--- config.mk ---
export PLATFORM = sky130hd
export DESIGN_NAME = operand_fetch
export DESIGN_NICKNAME = d
export VERILOG_FILES = /design/src/rtl/operand_fetch_pkg.sv /design/src/rtl/of_scoreboard.sv /design/src/rtl/operand_fetch.sv
export SDC_FILE = /design/constraint.sdc
export NUM_CORES = 1
export LEC_CHECK = 0
export CORE_MARGIN = 8
export CORE_UTILIZATION = 48
export CTS_CLUSTER_DIAMETER = 40
export DETAILED_ROUTE_END_ITERATION = 12
export HOLD_SLACK_MARGIN = 0.05
export PLACE_DENSITY_LB_ADDON = 0.25
export SETUP_SLACK_MARGIN = 0.1
export SLEW_MARGIN = 20
export SYNTH_ARGS = -nofsm -noshare
export SYNTH_HDL_FRONTEND = slang
export SYNTH_SLANG_ARGS = --single-unit
--- constraint.sdc ---
create_clock -name clk -period 5.3 [get_ports clk]
set_input_delay 1.59 -clock clk [delete_from_list [all_inputs] [get_ports clk]]
set_output_delay 1.59 -clock clk [all_outputs]
set_load 0.02 [all_outputs]
--- src/rtl/operand_fetch_pkg.sv ---
// Shared definitions for the operand-fetch stage: register index width,
// the x0 index, and the operand-source encoding exposed for debug.
package operand_fetch_pkg;

   localparam int REG_IDX_W = 5;
   localparam logic [REG_IDX_W-1:0] X0 = '0;

   typedef enum logic [1:0] {
      SEL_ZERO   = 2'd0,
      SEL_RF     = 2'd1,
      SEL_BYPASS = 2'd2
   } opsel_e;

   // x0 always reads zero; a same-cycle writeback beats the stale regfile read.
   function automatic opsel_e op_select(input logic [REG_IDX_W-1:0] rs,
                                        input logic                 wb_en,
                                        input logic [REG_IDX_W-1:0] wb_addr);
      if (rs == X0)
         return SEL_ZERO;
      else if (wb_en && (wb_addr == rs))
         return SEL_BYPASS;
      else
         return SEL_RF;
   endfunction

endpackage

--- src/rtl/of_scoreboard.sv ---
// Pending-write scoreboard: one busy bit per architectural register, with
// busy lookups that already account for a writeback landing this cycle.
module of_scoreboard
   import operand_fetch_pkg::*;
#(
   parameter int REGFILE_SIZE = 32
) (
   input  logic                 clk,
   input  logic                 rst_n,
   input  logic                 flush,
   input  logic                 set_en,
   input  logic [REG_IDX_W-1:0] set_idx,
   input  logic                 clr_en,
   input  logic [REG_IDX_W-1:0] clr_idx,
   input  logic [REG_IDX_W-1:0] q1_idx,
   input  logic [REG_IDX_W-1:0] q2_idx,
   input  logic [REG_IDX_W-1:0] q3_idx,
   output logic                 q1_busy,
   output logic                 q2_busy,
   output logic                 q3_busy
);

   logic [REGFILE_SIZE-1:0] sb_q;
   logic [REGFILE_SIZE-1:0] sb_d;

   function automatic logic lookup(input logic [REG_IDX_W-1:0] idx);
      return (idx != X0) && sb_q[idx] && !(clr_en && (clr_idx == idx));
   endfunction

   assign q1_busy = lookup(q1_idx);
   assign q2_busy = lookup(q2_idx);
   assign q3_busy = lookup(q3_idx);

   // A set and a clear of the same register in one cycle leaves it busy.
   always_comb begin
      sb_d = sb_q;
      for (int i = 0; i < REGFILE_SIZE; i++) begin
         if (clr_en && (clr_idx == i[REG_IDX_W-1:0]))
            sb_d[i] = 1'b0;
         if (set_en && (set_idx == i[REG_IDX_W-1:0]))
            sb_d[i] = 1'b1;
      end
   end

   always_ff @(posedge clk or negedge rst_n) begin
      if (!rst_n)
         sb_q <= '0;
      else if (flush)
         sb_q <= '0;
      else
         sb_q <= sb_d;
   end

endmodule

--- src/rtl/operand_fetch.sv ---
// Operand-fetch stage: regfile read address drive, writeback bypass,
// scoreboard hazard stall, and a registered valid/ready output to execute.
module operand_fetch
   import operand_fetch_pkg::*;
#(
   parameter int REGFILE_SIZE = 32,
   parameter int WORD_SIZE    = 32,
   parameter int TAG_W        = 32
) (
   input  logic                 clk,
   input  logic                 rst_n,
   input  logic                 flush,
   input  logic                 in_valid,
   output logic                 in_ready,
   input  logic [4:0]           in_rs1,
   input  logic [4:0]           in_rs2,
   input  logic [4:0]           in_rd,
   input  logic                 in_rd_we,
   input  logic [TAG_W-1:0]     in_tag,
   output logic [31:0]          rf_raddr1,
   output logic [31:0]          rf_raddr2,
   input  logic [WORD_SIZE-1:0] rf_rdata1,
   input  logic [WORD_SIZE-1:0] rf_rdata2,
   input  logic                 wb_en,
   input  logic [4:0]           wb_addr,
   input  logic [WORD_SIZE-1:0] wb_data,
   output logic                 out_valid,
   input  logic                 out_ready,
   output logic [WORD_SIZE-1:0] out_op1,
   output logic [WORD_SIZE-1:0] out_op2,
   output logic [4:0]           out_rd,
   output logic                 out_rd_we,
   output logic [TAG_W-1:0]     out_tag
);

   opsel_e               sel1;
   opsel_e               sel2;
   logic [WORD_SIZE-1:0] op1_p0;
   logic [WORD_SIZE-1:0] op2_p0;
   logic                 busy1;
   logic                 busy2;
   logic                 busy_rd;
   logic                 hazard;
   logic                 accept;
   logic                 rd_tracked;

   logic                 vld_p1;
   logic [WORD_SIZE-1:0] op1_p1;
   logic [WORD_SIZE-1:0] op2_p1;
   logic [4:0]           rd_p1;
   logic                 rd_we_p1;
   logic [TAG_W-1:0]     tag_p1;

   function automatic logic [WORD_SIZE-1:0] pick(input opsel_e sel,
                                                 input logic [WORD_SIZE-1:0] rf);
      case (sel)
         SEL_ZERO:   return '0;
         SEL_BYPASS: return wb_data;
         default:    return rf;
      endcase
   endfunction

   assign rf_raddr1 = {{(32-REG_IDX_W){1'b0}}, in_rs1};
   assign rf_raddr2 = {{(32-REG_IDX_W){1'b0}}, in_rs2};

   // Stage p0: operand select and hazard check on the incoming instruction
   assign sel1   = op_select(in_rs1, wb_en, wb_addr);
   assign sel2   = op_select(in_rs2, wb_en, wb_addr);
   assign op1_p0 = pick(sel1, rf_rdata1);
   assign op2_p0 = pick(sel2, rf_rdata2);

   assign rd_tracked = in_rd_we && (in_rd != X0);
   assign hazard     = busy1 || busy2 || (rd_tracked && busy_rd);
   assign in_ready   = !flush && !hazard && (!vld_p1 || out_ready);
   assign accept     = in_valid && in_ready;

   of_scoreboard #(
      .REGFILE_SIZE (REGFILE_SIZE)
   ) u_scoreboard (
      .clk     (clk),
      .rst_n   (rst_n),
      .flush   (flush),
      .set_en  (accept && rd_tracked),
      .set_idx (in_rd),
      .clr_en  (wb_en && (wb_addr != X0)),
      .clr_idx (wb_addr),
      .q1_idx  (in_rs1),
      .q2_idx  (in_rs2),
      .q3_idx  (in_rd),
      .q1_busy (busy1),
      .q2_busy (busy2),
      .q3_busy (busy_rd)
   );

   // Stage p1: output register toward execute
   always_ff @(posedge clk or negedge rst_n) begin
      if (!rst_n) begin
         vld_p1   <= 1'b0;
         op1_p1   <= '0;
         op2_p1   <= '0;
         rd_p1    <= '0;
         rd_we_p1 <= 1'b0;
         tag_p1   <= '0;
      end else if (flush) begin
         vld_p1 <= 1'b0;
      end else if (accept) begin
         vld_p1   <= 1'b1;
         op1_p1   <= op1_p0;
         op2_p1   <= op2_p0;
         rd_p1    <= in_rd;
         rd_we_p1 <= in_rd_we;
         tag_p1   <= in_tag;
      end else if (vld_p1 && out_ready) begin
         vld_p1 <= 1'b0;
      end
   end

   assign out_valid = vld_p1;
   assign out_op1   = op1_p1;
   assign out_op2   = op2_p1;
   assign out_rd    = rd_p1;
   assign out_rd_we = rd_we_p1;
   assign out_tag   = tag_p1;

endmodule

==> flow_summary.yaml <==
place:
  portBuffers: 268
  place_inst: 1278
  hpwl_um: 20200
  place_congestion: 0.927
layout:
  nets: 1234
  drive_gt1_frac: 0.207
  layout.cells.non_filler: 1312
  nFillCells: 1289
  area_growth_pct: 45.1
  n_antenna_cell: 0
outcome:
  status: "finished clean"
floorplanning:
  die_area_um2: 21100
  die_x_um: 145
  ios: 323
  fp.coreArea_um2: 16500
  rows: 47
  die_h_um: 145
  initial_utilization: 0.487
clock_tree:
  cts_tree: "built"
  numCtsBuffers: 17
  root_buffer: "clkbuf_16"
  htreeDepth: 4
  clock_latency_ns: 0.42
  path_clk_slew_ns: 0.06
  clk_path_buf_depth: 2
  cts.sinks: 135
power:
  p_leak_nw: 4.97
  power_density_nw_per_um2: 347
  max-vdd-ir-drop_v: 0.000305
synth:
  syn_area_um2: 8020
  yosys.area.top_type_share: 0.421
  ys_warn_count: 0
  yosys.area.top_type: "dfrtp_1"
  synthArstFlopShare: 1.00
  ys_types: 50
  syn_inst: 794
  yosysMostFrequentCell: "nand2_1"
  synth_ff_type: "dfrtp_1"
  yosysSeqAreaShare: 0.421
  synth_common_cells: "nand2_1, dfrtp_1, o21ai_0"
  synth_edf_count: 0
  synth_area_leaders: "dfrtp_1, mux2_2, nand2_1, o21ai_0, buf_4"
  synth.ff_latch_count: 135
  syn_avg_cell_area_um2: 10.1
routing:
  dr.pass1.iters: 5
  drtIter0Drc: 341
  drc: 0
  ant_nets: 0
  drt-total-wl_um: 27000
  num_vias: 7074
  wl_per_cell_um: 20.6
  viasPerCell: 5.39
timing:
  fin_crit_ns: 5.07
  rsz0062_at_grt: "false"
  relSlewSlack: 0.554
  tightest_slew_ns: 0.666
  hold_viol_final: 0
  slew_viol_final: 0
  timing.final.crit_share: 0.957
  max_freq_ghz: 0.197
  setup_violations: 0
  fin_skew_ns: 0.0120
  tns_ns: 0
global_route:
  grt_pass1_wl_um: 42500
  gr-total-overflow: 0
  grt_start_max_net_pins: 108
  grt_pass1_vias: 7534
  antenna_found_initial: 0
  gr-usage-all-layers: 0.254
setup_path:
  cp-start-kind: "input pin"
  arrival_ns: 3.48
  critPathKind: "in2out"
  cp.required_ns: 3.71
  cp-end-kind: "primary output"
  critPathMaxFanout: 6
hold_path:
  hold_path_class: "reg2reg"
job:
  cap_violations: 0
routing by layer:
metal	vias to the layer above	wire length (µm)	global-route usage
met1	3365	9930	0.285
met4	0	1070	0.126
li1	3238	-	-
met2	399	12900	0.414
met5	-	0	0
met3	72	3130	0.103
where the power goes:
group | switching (mW) | internal (mW)
Clock | 0.472 | 0.721
Sequential | 0.119 | 1.26
Combinational | 0.703 | 0.766
Total | 1.29 | 2.75
metrics by stage:
step	total power, mW	worst slack [ns]	hold slack [ns]	utilization	instance area [µm²]
after global routing	4.21	0.116	0.509	0.707	11600
after CTS	4.07	0.191	0.495	0.704	11600
after global placement	2.84	-0.491	0.473	0.668	11000
after floorplan	2.11	0.498	0.481	-	8220
final	4.04	0.228	0.488	0.707	11600
after detailed placement	2.87	-0.480	0.481	0.668	11000
registers in the layout, indices dropped and copies added (netlist names):
signal and count:
out_op1 32, out_op2 32, out_rd 5, out_rd_we 1, out_tag 32, out_valid 1
u_scoreboard.sb_q 32
layout make-up:
class,count,area (µm²),area share
multi-input cells,586,4110,0.353
flip-flops and latches,135,3380,0.290
repair buffers,336,3270,0.281
clock buffers,19,453,0.0389
well taps,220,275,0.0236
clock inverters,13,143,0.0123
inverters,3,11.3,0.000967
critical path, stage by stage:
cell             delay [ns]
clkdlybuf4s50_1        0.46
buf_4                  0.16
buf_6                  0.14
mux2i_1                0.07
mux4_2                 0.47
nand3_1                0.11
nand4_1                0.10
nand3b_1               0.15
nor2_1                 0.06
buf_4                  0.15
placed cells by master (no fill, tap or decap), drive strengths merged, types with 19 or more instances in the layout:
| master | netlist | final |
|---|---|---|
| nand3b | 21 | 21 |
| buf | 85 | 70 |
| nand2 | 146 | 146 |
| clkbuf | 38 | 19 |
| mux2 | 105 | 105 |
| o22ai | 24 | 24 |
| clkdlybuf4s50 | 0 | 262 |
| dfrtp | 135 | 135 |
| o21ai | 105 | 105 |
| conb | 1 | 54 |
logic make-up after synthesis:
logic type             count (synthesis)  synth area share
other                                  1          0.000467
AO/OA/AOI/OAI                        145             0.102
multiplexers                         139             0.225
buffers and inverters                126            0.0955
flip-flops                           135             0.421
AND/OR/NAND/NOR                      233             0.139
XOR/XNOR                              15            0.0164
path summary, 6_finish.rpt:
kind                       slack, ns          end                   from  cells past startpoint
max                             0.23     in_ready               in_rd[1]                     10
min                             0.49  out_tag[29]            out_tag[29]                      1
max reg2reg                     2.66   out_op2[7]  u_scoreboard.sb_q[24]                      9
min reg2reg                     0.49  out_tag[29]            out_tag[29]                      1
max in group asynchronous       3.07    out_rd[1]                  rst_n                      3
min in group asynchronous       1.13  out_op2[19]                  rst_n                      1
repair_timing:
item                       in CTS  in global routing
hold buffers                    0                  0
setup endpoints to repair       1                  1
gates resized for setup         8                  4
pin swaps                       0                  1
buffers inserted                1                  0
No activity file was read; power rests on OpenSTA's default activity.
